`config.mk`:
```
export PLATFORM = sky130hd
export DESIGN_NAME = mem_access_ctrl_flat
export DESIGN_NICKNAME = d
export VERILOG_FILES = /design/src/rtl/mem_access_ctrl_if.sv /design/src/rtl/mem_access_ctrl.sv /design/src/flat_wrapper.sv
export SDC_FILE = /design/constraint.sdc
export NUM_CORES = 1
export LEC_CHECK = 0
export CAP_MARGIN = 15
export CORE_MARGIN = 1.5
export CORE_UTILIZATION = 48
export DETAILED_ROUTE_END_ITERATION = 8
export PLACE_DENSITY = 0.85
export SLEW_MARGIN = 20
export SYNTH_ARGS = -nofsm -noshare
export SYNTH_HDL_FRONTEND = slang
export SYNTH_SLANG_ARGS = --single-unit
export TNS_END_PERCENT = 1
```
`constraint.sdc`:
```
create_clock -name clock_i -period 3.4 [get_ports clock_i]
set_clock_uncertainty 0.1 [all_clocks]
set_input_delay 1.02 -clock clock_i [delete_from_list [all_inputs] [get_ports clock_i]]
set_output_delay 1.02 -clock clock_i [all_outputs]
set_load 0.01 [all_outputs]
```
`src/rtl/mem_access_ctrl_if.sv`:
```
// Request/response and data-memory bus bundle for mem_access_ctrl.
// master = the access controller, slave = pipeline/memory side driving requests and read data.
interface mem_access_ctrl_if #(
  parameter int NB_DATA     = 32,
  parameter int NB_ADDR     = 9,
  parameter int NB_MEM_ADDR = 7
);
  logic                   enable_i;
  logic                   req_i;
  logic                   op_read_i;
  logic                   op_write_i;
  logic [1:0]             size_i;
  logic                   unsigned_i;
  logic [NB_ADDR-1:0]     addr_i;
  logic [NB_DATA-1:0]     wdata_i;
  logic                   busy_o;
  logic                   done_o;
  logic [NB_DATA-1:0]     rdata_o;
  logic                   misaligned_o;
  logic                   mem_enable_o;
  logic [NB_MEM_ADDR-1:0] mem_addr_o;
  logic [NB_DATA-1:0]     mem_data_write_o;
  logic                   mem_read_o;
  logic                   mem_write_o;
  logic [NB_DATA-1:0]     mem_data_i;

  modport master (
    input  enable_i, req_i, op_read_i, op_write_i, size_i, unsigned_i, addr_i, wdata_i,
    input  mem_data_i,
    output busy_o, done_o, rdata_o, misaligned_o,
    output mem_enable_o, mem_addr_o, mem_data_write_o, mem_read_o, mem_write_o
  );

  modport slave (
    output enable_i, req_i, op_read_i, op_write_i, size_i, unsigned_i, addr_i, wdata_i,
    output mem_data_i,
    input  busy_o, done_o, rdata_o, misaligned_o,
    input  mem_enable_o, mem_addr_o, mem_data_write_o, mem_read_o, mem_write_o
  );
endinterface

```
`src/rtl/mem_access_ctrl.sv`:
```
// MEM-stage data-memory access controller: loads with lane extract/extend, word stores, sub-word RMW stores.
// Optional macro MEM_ACCESS_ALIGN_CHECK_EN rejects misaligned half/word requests with misaligned_o.
module mem_access_ctrl #(
  parameter int NB_DATA     = 32,
  parameter int NB_ADDR     = 9,
  parameter int NB_MEM_ADDR = 7
) (
  input logic               clock_i,
  input logic               reset_i,
  mem_access_ctrl_if.master bus
);

  localparam logic [2:0] IDLE   = 3'd0;
  localparam logic [2:0] LOAD   = 3'd1;
  localparam logic [2:0] STORE  = 3'd2;
  localparam logic [2:0] RMW_RD = 3'd3;
  localparam logic [2:0] RMW_WR = 3'd4;

  logic [2:0]             state;
  logic [1:0]             addr_lo_p0;
  logic [1:0]             size_p0;
  logic                   uns_p0;
  logic [15:0]            wdata_p0;
  logic                   done_q;
  logic                   misaligned_q;
  logic [NB_DATA-1:0]     rdata_q;
  logic [NB_MEM_ADDR-1:0] mem_addr_q;
  logic [NB_DATA-1:0]     mem_wdata_q;
  logic                   mem_read_q;
  logic                   mem_write_q;
  logic                   misalign;

  // Little-endian lane select; halfwords use addr[1] only, so addr[0] is dropped when unchecked.
  function automatic logic [NB_DATA-1:0] load_extend(
    input logic [NB_DATA-1:0] word,
    input logic [1:0]         lane,
    input logic [1:0]         size,
    input logic               uns
  );
    logic [7:0]         b;
    logic [15:0]        h;
    logic [NB_DATA-1:0] res;
    b = word[{lane, 3'b000} +: 8];
    h = word[{lane[1], 4'b0000} +: 16];
    case (size)
      2'b00:   res = {{(NB_DATA-8){b[7] & ~uns}}, b};
      2'b01:   res = {{(NB_DATA-16){h[15] & ~uns}}, h};
      default: res = word;
    endcase
    return res;
  endfunction

  function automatic logic [NB_DATA-1:0] store_merge(
    input logic [NB_DATA-1:0] word,
    input logic [15:0]        wd,
    input logic [1:0]         lane,
    input logic [1:0]         size
  );
    logic [NB_DATA-1:0] res;
    res = word;
    if (size == 2'b00) res[{lane, 3'b000} +: 8] = wd[7:0];
    else               res[{lane[1], 4'b0000} +: 16] = wd[15:0];
    return res;
  endfunction

`ifdef MEM_ACCESS_ALIGN_CHECK_EN
  assign misalign = ((bus.size_i == 2'b01) && bus.addr_i[0]) ||
                    (bus.size_i[1] && (bus.addr_i[1:0] != 2'b00));
`else
  assign misalign = 1'b0;
`endif

  always_ff @(posedge clock_i) begin
    if (!reset_i) begin
      state        <= IDLE;
      addr_lo_p0   <= '0;
      size_p0      <= '0;
      uns_p0       <= 1'b0;
      wdata_p0     <= '0;
      done_q       <= 1'b0;
      misaligned_q <= 1'b0;
      rdata_q      <= '0;
      mem_addr_q   <= '0;
      mem_wdata_q  <= '0;
      mem_read_q   <= 1'b0;
      mem_write_q  <= 1'b0;
    end else if (!bus.enable_i) begin
      // Frozen: everything holds, but completion pulses are not repeated.
      done_q       <= 1'b0;
      misaligned_q <= 1'b0;
    end else begin
      done_q       <= 1'b0;
      misaligned_q <= 1'b0;
      case (state)
        IDLE: begin
          if (bus.req_i) begin
            addr_lo_p0 <= bus.addr_i[1:0];
            size_p0    <= bus.size_i;
            uns_p0     <= bus.unsigned_i;
            wdata_p0   <= bus.wdata_i[15:0];
            if (misalign) begin
              misaligned_q <= 1'b1;
              done_q       <= 1'b1;
            end else if (bus.op_write_i) begin
              mem_addr_q <= bus.addr_i[NB_ADDR-1:2];
              if (bus.size_i[1]) begin
                mem_write_q <= 1'b1;
                mem_wdata_q <= bus.wdata_i;
                state       <= STORE;
              end else begin
                mem_read_q <= 1'b1;
                state      <= RMW_RD;
              end
            end else if (bus.op_read_i) begin
              mem_addr_q <= bus.addr_i[NB_ADDR-1:2];
              mem_read_q <= 1'b1;
              state      <= LOAD;
            end else begin
              done_q <= 1'b1;
            end
          end
        end
        LOAD: begin
          rdata_q    <= load_extend(bus.mem_data_i, addr_lo_p0, size_p0, uns_p0);
          mem_read_q <= 1'b0;
          done_q     <= 1'b1;
          state      <= IDLE;
        end
        STORE: begin
          mem_write_q <= 1'b0;
          done_q      <= 1'b1;
          state       <= IDLE;
        end
        RMW_RD: begin
          mem_wdata_q <= store_merge(bus.mem_data_i, wdata_p0, addr_lo_p0, size_p0);
          mem_read_q  <= 1'b0;
          mem_write_q <= 1'b1;
          state       <= RMW_WR;
        end
        RMW_WR: begin
          mem_write_q <= 1'b0;
          done_q      <= 1'b1;
          state       <= IDLE;
        end
        default: state <= IDLE;
      endcase
    end
  end

  assign bus.busy_o           = (state != IDLE);
  assign bus.done_o           = done_q;
  assign bus.misaligned_o     = misaligned_q;
  assign bus.rdata_o          = rdata_q;
  assign bus.mem_enable_o     = bus.enable_i & reset_i;
  assign bus.mem_addr_o       = mem_addr_q;
  assign bus.mem_data_write_o = mem_wdata_q;
  assign bus.mem_read_o       = mem_read_q;
  assign bus.mem_write_o      = mem_write_q;

endmodule

```
`src/flat_wrapper.sv`:
```
// flat-port wrapper written by rule: the top's interface ports become plain ports
module mem_access_ctrl_flat 
#(
  parameter int NB_DATA     = 32,
  parameter int NB_ADDR     = 9,
  parameter int NB_MEM_ADDR = 7
)
  (clock_i, reset_i, bus_enable_i, bus_req_i, bus_op_read_i, bus_op_write_i, bus_size_i, bus_unsigned_i, bus_addr_i, bus_wdata_i, bus_mem_data_i, bus_busy_o, bus_done_o, bus_rdata_o, bus_misaligned_o, bus_mem_enable_o, bus_mem_addr_o, bus_mem_data_write_o, bus_mem_read_o, bus_mem_write_o);
  mem_access_ctrl_if #(.NB_DATA(NB_DATA), .NB_ADDR(NB_ADDR), .NB_MEM_ADDR(NB_MEM_ADDR)) bus_i ();
  input logic clock_i;
  input logic reset_i;
  input wire logic [$bits(bus_i.enable_i)-1:0] bus_enable_i;
  input wire logic [$bits(bus_i.req_i)-1:0] bus_req_i;
  input wire logic [$bits(bus_i.op_read_i)-1:0] bus_op_read_i;
  input wire logic [$bits(bus_i.op_write_i)-1:0] bus_op_write_i;
  input wire logic [$bits(bus_i.size_i)-1:0] bus_size_i;
  input wire logic [$bits(bus_i.unsigned_i)-1:0] bus_unsigned_i;
  input wire logic [$bits(bus_i.addr_i)-1:0] bus_addr_i;
  input wire logic [$bits(bus_i.wdata_i)-1:0] bus_wdata_i;
  input wire logic [$bits(bus_i.mem_data_i)-1:0] bus_mem_data_i;
  output wire logic [$bits(bus_i.busy_o)-1:0] bus_busy_o;
  output wire logic [$bits(bus_i.done_o)-1:0] bus_done_o;
  output wire logic [$bits(bus_i.rdata_o)-1:0] bus_rdata_o;
  output wire logic [$bits(bus_i.misaligned_o)-1:0] bus_misaligned_o;
  output wire logic [$bits(bus_i.mem_enable_o)-1:0] bus_mem_enable_o;
  output wire logic [$bits(bus_i.mem_addr_o)-1:0] bus_mem_addr_o;
  output wire logic [$bits(bus_i.mem_data_write_o)-1:0] bus_mem_data_write_o;
  output wire logic [$bits(bus_i.mem_read_o)-1:0] bus_mem_read_o;
  output wire logic [$bits(bus_i.mem_write_o)-1:0] bus_mem_write_o;
  assign bus_i.enable_i = bus_enable_i;
  assign bus_i.req_i = bus_req_i;
  assign bus_i.op_read_i = bus_op_read_i;
  assign bus_i.op_write_i = bus_op_write_i;
  assign bus_i.size_i = bus_size_i;
  assign bus_i.unsigned_i = bus_unsigned_i;
  assign bus_i.addr_i = bus_addr_i;
  assign bus_i.wdata_i = bus_wdata_i;
  assign bus_i.mem_data_i = bus_mem_data_i;
  assign bus_busy_o = bus_i.busy_o;
  assign bus_done_o = bus_i.done_o;
  assign bus_rdata_o = bus_i.rdata_o;
  assign bus_misaligned_o = bus_i.misaligned_o;
  assign bus_mem_enable_o = bus_i.mem_enable_o;
  assign bus_mem_addr_o = bus_i.mem_addr_o;
  assign bus_mem_data_write_o = bus_i.mem_data_write_o;
  assign bus_mem_read_o = bus_i.mem_read_o;
  assign bus_mem_write_o = bus_i.mem_write_o;
  mem_access_ctrl #(.NB_DATA(NB_DATA), .NB_ADDR(NB_ADDR), .NB_MEM_ADDR(NB_MEM_ADDR)) u_core (.clock_i(clock_i), .reset_i(reset_i), .bus(bus_i));
endmodule
```
==> impl_metrics.yaml, run 1 <==
setup_path:
  worstPathRequired_ns: 2.28
  worstSetupEndpointType: "primary output"
  worstPathArrival_ns: 2.19
  crit_fanout: 2
  worstSetupStartpointType: "primary input"
  path_class: "in2out"
final_layout:
  nFillCells: 905
  syn2layout_area_growth_pct: 35.3
  layout-drive-gt1-share: 0.0713
  nets: 882
  design_area_um2: 7240
  final_cell_mix: "clkdlybuf4s50_1, nand2_1, dfxtp_1, a21oi_1, o21ai_0"
  diodes: 0
  layout_commonest_cell: "clkdlybuf4s50_1"
logic_synthesis:
  synth_compound_area_frac: 0.296
  synth_top_family_by_area: "compound AO/OA/AOI/OAI gates"
  yosysWarnings: 0
  syn_nets: 758
  synth_enable_flop_cells: 0
  ys.flop_type: "dfxtp_1"
  synthArstFlopShare: 0
  synthCells: 671
  yosysSeqAreaShare: 0.367
  ys_ff_latch: 98
  yosys.area_share.adder: 0.0117
  synth_mux_area_frac: 0.0758
  synth_xor_area_frac: 0
  syn_area_um2: 5350
  synth-simple-area-share: 0.187
  syn_area_per_cell_um2: 7.97
  synth.distinct_cells: 51
floorplanning:
  fp-row-count: 38
  die-area_um2: 11800
  die_h_um: 109
  core_area_um2: 10800
  io_pins: 159
  start_util: 0.493
  dieWidth_um: 109
detailed_routing:
  drtIter0Drc: 631
  vias: 5801
  first_pass_iters: 6
  drc: 0
  drt_wl_total_mm: 17.6
  routed_via_density: 6.17
  post_drt_wl_per_cell_um: 18.7
  detail-route-antenna-nets: 0
global_routing:
  antenna_found_initial: 0
  grt_overflow: 0
  grt_max_degree: 66
  grt_pass1_wl_mm: 27.4
  grt_usage: 0.299
  grt_pass1_vias: 5326
sta:
  fin_crit_ns: 3.31
  slew_headroom: 0.370
  slew_viol_final: 0
  max_freq_mhz: 302
  fin_ws_ns: 0.0918
  tightest_slew_ns: 0.941
  hold_viol: 0
  fin_tns_setup_ns: 0
  finalSetupViolations: 0
  final.period_utilization: 0.973
  rsz0062_at_grt: "no"
clock_network:
  cts_root_buf: "clkbuf_8"
  cts_tree: "done"
  clk_pin_slew_worst_paths_ns: 0.09
  cts.sinks: 98
  cts_buffers: 9
  clock_latency_ns: 0.38
  postCtsSetupRepairBufs: 0
  post_cts_resized: 0
  cts_max_path_buffers: 2
  cts_hold_buf: 0
  h-tree-depth: 3
worst_hold_path:
  holdCritPathClass: "reg2reg"
placement:
  place_hpwl_mm: 12.4
  globalplace.congestion: 0.935
  post_dp_cell_area_um2: 6990
  io_buffer_count: 157
  pre_cts_ws_ns: 0.0979
pwr:
  p_leak_uw: 0.00259
  power_density_nw_per_um2: 370
  finalPower_uw: 2680
  ir_drop_v: 0.000246
status:
  outcome: "finished, final reports clean"
flow_run:
  drv_cap: 0
==> flip-flops by register name (all words and copies together), names as in the netlist <==
name,flops
u_core.bus.mem_addr_o,7
u_core.bus.mem_write_o,1
u_core.state,3
u_core.bus.mem_data_write_o,32
u_core.bus.rdata_o,32
u_core.wdata_p0,16
u_core.bus.mem_read_o,1
u_core.bus.done_o,1
u_core.addr_lo_p0,2
u_core.uns_p0,1
u_core.size_p0,2
==> critical path, cell delays in order <==
cell	delay, ns
clkdlybuf4s50_1	0.48
and2_1	0.15
clkdlybuf4s50_1	0.54
==> final timing paths <==
path                                      startpoint                               to  slack, ns  depth (start not counted)
worst min-delay path             u_core.wdata_p0[10]              u_core.wdata_p0[10]       0.39                          2
worst max register to register  u_core.addr_lo_p0[0]  u_core.bus.mem_data_write_o[10]       0.61                          6
worst max-delay path                    bus_enable_i                 bus_mem_enable_o       0.09                          3
worst min register to register   u_core.wdata_p0[10]              u_core.wdata_p0[10]       0.39                          2
==> cell families (layout without fill, tap and decap cells) <==
group	after synthesis	count (layout)
fa+ha+maj	5	5
compound gates	247	247
flops	98	98
other cells	1	1
simple gates	204	204
mux	38	38
buf+inv	78	207
==> cell usage after synthesis (all sizes together), types with 6 or more instances <==
library cell | count | share of area
o21ai | 67 | 0.065
nor2b | 12 | 0.014
a31oi | 33 | 0.039
nor2 | 16 | 0.012
nand3b | 9 | 0.013
a221oi | 9 | 0.015
nand2 | 109 | 0.076
dfxtp | 98 | 0.37
a311o | 15 | 0.028
inv | 12 | 0.0084
a222oi | 6 | 0.011
nand2b | 20 | 0.023
nand4 | 16 | 0.019
o32ai | 8 | 0.013
clkbuf | 35 | 0.025
buf | 28 | 0.027
a211oi | 17 | 0.025
and2 | 8 | 0.0094
o211ai | 7 | 0.0098
mux2i | 27 | 0.051
mux2 | 10 | 0.021
a21oi | 68 | 0.064
a211o | 8 | 0.013
==> through the flow <==
stage	utilization	std cells	hold slack (ns)
after floorplan	-	671	0.344
after global placement	0.645	924	0.365
after detailed placement	0.645	924	0.378
after CTS	0.668	940	0.390
after global routing	0.668	940	0.410
final	0.668	940	0.394
==> layout make-up <==
type	count	area [um^2]	area share
multi-input cells	495	3070	0.424
flip-flops and latches	98	1960	0.271
repair buffers	176	1720	0.238
well taps	140	175	0.0242
clock buffers	10	138	0.0190
clock inverters	6	113	0.0156
inverters	15	56.3	0.00778
==> power breakdown <==
| part | internal (uW) | total [uW] | switching (uW) | leakage (uW) |
|---|---|---|---|---|
| registers | 1190 | 1230 | 41.4 | 0.000797 |
| clock network | 511 | 933 | 422 | 0.000127 |
| logic | 254 | 515 | 261 | 0.00167 |
==> layer usage <==
layer	wire length (um)	up-vias	global-route usage
met1	7120	2692	0.387
met2	7920	334	0.478
met5	0	-	0
li1	-	2717	-
met4	852	0	0.157
met3	1700	58	0.0506
(Power assumes the default switching activity.)
==> run 2: changes to the inputs <==
CTS_CLUSTER_SIZE = 25   (was unset)
GPL_TIMING_DRIVEN = 0   (was unset)
PLACE_DENSITY = 0.87   (was 0.85)
==> run 2 against run 1 <==
Critical path depth unchanged. Cell count up 4.4%. Total power down 7.4%. Wire length up 18%.
==> impl_metrics.yaml, run 2 (synthesis results as in run 1) <==
floorplanning:
  start_util: 0.493
  io_pins: 159
  die_h_um: 109
  dieWidth_um: 109
  die-area_um2: 11800
  fp-row-count: 38
  core_area_um2: 10800
sta:
  final.period_utilization: 0.949
  finalSetupViolations: 0
  tightest_slew_ns: 0.660
  rsz0062_at_grt: "no"
  hold_viol: 0
  fin_tns_setup_ns: 0
  slew_headroom: 0.560
  max_freq_mhz: 310
  fin_crit_ns: 3.23
  slew_viol_final: 0
pwr:
  power_density_nw_per_um2: 342
  intPower_uw: 1730
  finalPower_uw: 2480
  swShare: 0.303
  seq_power_share: 0.497
  ir_drop_v: 0.000351
  power_frac_comb: 0.215
  p_leak_uw: 0.00261
  p_switching_uw: 753
  clock_power_share: 0.287
global_routing:
  grt_pass1_vias: 5788
  grt_max_degree: 16
  antenna_found_initial: 0
  grt_usage: 0.355
  grt_pass1_wl_mm: 31.2
  grt_overflow: 0
final_layout:
  diodes: 0
  nets: 924
  final_cell_count_no_fill: 981
  layout_commonest_cell: "clkdlybuf4s50_1"
  syn2layout_area_growth_pct: 35.6
  nFillCells: 915
  final_cell_mix: "clkdlybuf4s50_1, nand2_1, dfxtp_1, a21oi_1, o21ai_0"
  area.sequential_um2: 1960
  design_area_um2: 7250
  layout-drive-gt1-share: 0.0678
  multiInputGateArea_um2: 3060
clock_network:
  h-tree-depth: 3
  cts.sinks: 98
  clk_pin_slew_worst_paths_ns: 0.09
  postCtsSetupRepairBufs: 0
  cts_tree: "done"
  cts_max_path_buffers: 2
  cts_buffers: 9
  cts_root_buf: "clkbuf_8"
  clock_latency_ns: 0.39
detailed_routing:
  drt_wl_total_mm: 20.7
  first_pass_iters: 5
  vias: 6033
  drtIter0Drc: 637
  post_drt_wl_per_cell_um: 21.1
  routed_via_density: 6.15
  drc: 0
  detail-route-antenna-nets: 0
placement:
  numPlacedInstances: 966
  post_dp_cell_area_um2: 7080
  place_hpwl_mm: 15.7
  globalplace.congestion: 0.961
  io_buffer_count: 155
setup_path:
  crit_path_cell_trace: "clkbuf_2 -> and2_1 -> clkdlybuf4s50_1"
  crit_fanout: 10
  critPathBufInv: 2
  cpMaxStageDelayCell: "clkdlybuf4s50_1"
  worstSetupEndpointType: "primary output"
  worstPathRequired_ns: 2.28
  ff2ff_setup_slack_ns: 0.24
  cpLargestDelayFamily: "buffers and inverters"
  worstPathArrival_ns: 2.11
  worstSetupStartpointType: "primary input"
  critPathMaxStageDelay_ns: 0.55
  path_class: "in2out"
status:
  outcome: "finished, final reports clean"
flow_run:
  drv_cap: 0
worst_hold_path:
  holdCritPathClass: "reg2reg"
run 2: path summary, 6_finish.rpt:
check | start | endpoint | cells after the start
hold / removal | u_core.bus.rdata_o[4] | u_core.bus.rdata_o[4] | 2
setup reg to reg | u_core.addr_lo_p0[1] | u_core.bus.mem_data_write_o[22] | 9
hold reg to reg | u_core.bus.rdata_o[4] | u_core.bus.rdata_o[4] | 2
setup / recovery | reset_i | bus_mem_enable_o | 3
run 2: layout make-up:
| cell class | count | area share |
|---|---|---|
| well taps | 140 | 0.0242 |
| inverters | 15 | 0.00880 |
| repair buffers | 155 | 0.214 |
| multi-input cells | 495 | 0.421 |
| clock inverters | 3 | 0.00328 |
| plain buffers | 63 | 0.0380 |
| flip-flops and latches | 98 | 0.270 |
| clock buffers | 12 | 0.0200 |
run 2: what timing repair did:
action                                  4_1_cts  5_1_grt
hold buffers                                  0        0
endpoints found under the setup margin        1        8
cloned                                        0        0
resized for setup                             1        2
run 2: worst reg2reg max path: cells and delay by family, from the launching register on:
kind            cells  cell delay (ns)
fa+ha+maj           1             0.40
flops               1             0.38
buf+inv             4             1.10
simple gates        2             0.55
compound gates      2             0.54
run 2: power groups by stage:
stage,clock network (uW),logic (uW),registers [uW]
finish,713,534,1230
global route,754,572,1240
CTS,706,526,1230
detailed placement,0,522,1260
global placement,0,512,1260
floorplan,0,249,1260
run 2: per-stage QoR:
step	worst slack (ns)	util	hold WS, ns
final	0.173	0.669	0.381
after global routing	0.0682	0.669	0.414
after CTS	0.159	0.668	0.386
after detailed placement	-0.114	0.653	0.374
after global placement	-0.112	0.653	0.363
after floorplan	0.819	-	0.344
run 2: metal layers:
metal  wire [um]  vias up  track usage
met5           0        -            0
met4         864        0        0.178
met3        2000       58       0.0669
met2        9340      311        0.566
met1        8540     2863        0.456
li1            -     2801            -
==> run 3: changes to the inputs <==
ABC_AREA = 1   (was unset)
CORE_UTILIZATION = 55   (was 48)
DONT_BUFFER_PORTS = 1   (was unset)
PLACE_DENSITY = 0.76   (was 0.87)
==> run 3 against run 2 <==
Register-to-register slack gained 0.08 ns. Global-route usage grew 1.4 points. Count of clock-buffer cells in the layout shrank 1. Synthesized cell count grew 35%. Core utilization shrank 6.5 points. Combinational power grew 17%. Sequential share of layout area grew 6.0 points. Via count grew 4.6%. Maximum frequency grew 0.67%.
==> impl_metrics.yaml, run 3 <==
status:
  outcome: "finished, final reports clean"
final_layout:
  layout-drive-gt1-share: 0.0499
  nets: 1005
  final_cell_mix: "nand2_1, nor2_1, o21ai_0, dfxtp_1, a21oi_1"
  layout_commonest_cell: "nand2_1"
  diodes: 0
  final_cell_count_no_fill: 1055
  syn2layout_area_growth_pct: 6.30
clock_network:
  clk_pin_slew_worst_paths_ns: 0.09
  clock_latency_ns: 0.39
  post_cts_resized: 0
  h-tree-depth: 3
  cts_hold_buf: 0
  cts.sinks: 98
  cts_tree: "done"
  postCtsSetupRepairBufs: 0
  cts_max_path_buffers: 2
  cts_buffers: 9
  cts_root_buf: "clkbuf_8"
logic_synthesis:
  yosysWarnings: 0
  synthTopCellsByCount: "nand2_1, nor2_1, o21ai_0, dfxtp_1, a21oi_1"
  yosysSeqAreaShare: 0.352
  syn_nets: 994
  synthArstFlopShare: 0
  synth.top_cell.area_share: 0.352
  yosysTopAreaCell: "dfxtp_1"
  synth.area.top_cells: "dfxtp_1, nand2_1, o21ai_0"
  ys_ff_latch: 98
  synth_mux_area_frac: 0
  synth_compound_area_frac: 0.231
  yosys.area_share.adder: 0.0112
  syn_area_um2: 5580
  synth.most_common_cell: "nand2_1"
  synth_top_family_by_area: "simple AND/OR/NAND/NOR gates"
  ys.flop_type: "dfxtp_1"
  synth-simple-area-share: 0.312
  synth.distinct_cells: 27
  syn_area_per_cell_um2: 6.15
  synthCells: 907
  synth_xor_area_frac: 0
  synth_enable_flop_cells: 0
floorplanning:
  core_area_um2: 9820
  fp-row-count: 36
  die_h_um: 104
  die-area_um2: 10800
  start_util: 0.568
  dieWidth_um: 104
  io_pins: 159
global_routing:
  grt_usage: 0.368
  grt_pass1_vias: 5833
  antenna_found_initial: 0
  grt_overflow: 0
  grt_max_degree: 16
  grt_pass1_wl_mm: 31.0
sta:
  hold_viol: 0
  fin_tns_setup_ns: 0
  slew_viol_final: 0
  final.period_utilization: 0.943
  tightest_slew_ns: 0.604
  max_freq_mhz: 312
  fin_crit_ns: 3.21
  rsz0062_at_grt: "no"
  finalSetupViolations: 0
  slew_headroom: 0.597
detailed_routing:
  drt_wl_total_mm: 20.0
  routed_via_density: 5.98
  detail-route-antenna-nets: 0
  drc: 0
  vias: 6311
  drtIter0Drc: 625
  post_drt_wl_per_cell_um: 18.9
  first_pass_iters: 6
pwr:
  swShare: 0.357
  p_switching_uw: 980
  p_leak_uw: 0.00253
  intPower_uw: 1760
  clock_power_share: 0.279
  power_density_nw_per_um2: 463
  power_frac_comb: 0.227
  seq_power_share: 0.494
  ir_drop_v: 0.000249
setup_path:
  worstSetupEndpointType: "primary output"
  path_class: "in2out"
  crit_fanout: 10
  cpMaxStageDelayCell: "clkbuf_1"
  critPathMaxStageDelay_ns: 0.45
  critPathBufInv: 3
  cp_common_cell: "clkbuf_1"
  worstPathArrival_ns: 2.09
  worstSetupStartpointType: "primary input"
  r2r-start: "u_core.addr_lo_p0[0]"
  cp-startpoint: "reset_i"
  crit_path_cell_trace: "clkbuf_1 -> clkbuf_1 -> nand2_1 -> inv_1"
  worstPathRequired_ns: 2.28
  cpLargestDelayFamily: "buffers and inverters"
placement:
  place_hpwl_mm: 15.4
  globalplace.congestion: 0.992
  io_buffer_count: 0
  numPlacedInstances: 1040
flow_run:
  drv_cap: 0
worst_hold_path:
  holdCritPathClass: "reg2reg"
  hold_start: "u_core.wdata_p0[15]"
run 3: stage by stage:
step	utilization	hold WS, ns	power (uW)	setup slack, ns	cell area, um^2
2_1_floorplan	-	0.339	1810	0.617	5580
3_3_place_gp	0.585	0.350	1960	0.270	5740
3_5_place_dp	0.585	0.356	1980	0.231	5740
4_1_cts	0.604	0.370	2720	0.248	5930
5_1_grt	0.604	0.395	2870	0.104	5930
6_report	0.604	0.370	2740	0.194	5930
run 3: final cells by class:
| class | instances | area, um^2 |
|---|---|---|
| buffer | 54 | 243 |
| clock buffer | 11 | 131 |
| clock inverter | 4 | 53.8 |
| fill | 982 | 3890 |
| inverter | 74 | 278 |
| multi-input combinational | 681 | 3090 |
| sequential | 98 | 1960 |
| tap | 133 | 166 |
run 3: tightest hold or removal path, cell delays in order (launching register included):
cell and delay [ns]:
dfxtp_1 0.32, inv_1 0.06, a21oi_1 0.05
run 3: worst paths after layout:
path,endpoint,slack (ns),cells past startpoint
max reg2reg,u_core.bus.mem_data_write_o[11],0.32,11
min reg2reg,u_core.wdata_p0[15],0.37,2
max,bus_mem_enable_o,0.19,4
min,u_core.wdata_p0[15],0.37,2
run 3: power by group through the flow:
stage / clock (uW) / sequential (uW) / combinational [uW]
after global routing: 809 / 1360 / 696
after CTS: 764 / 1350 / 607
after global placement: 0 / 1380 / 584
after floorplan: 0 / 1350 / 453
final: 766 / 1350 / 623
after detailed placement: 0 / 1380 / 603
run 3: cells by family after synthesis:
| kind of cell | count (synthesis) |
|---|---|
| flops | 98 |
| fa+ha+maj | 5 |
| other cells | 1 |
| buf+inv | 128 |
| compound gates | 254 |
| simple gates | 421 |
run 3: layer usage:
metal  vias to the layer above  GRT usage  part of all wire
met4                         0      0.155             0.033
met5                         -          0                 0
met1                      2875      0.461              0.40
li1                       2989          -                 -
met2                       390      0.610              0.46
met3                        57     0.0837              0.10
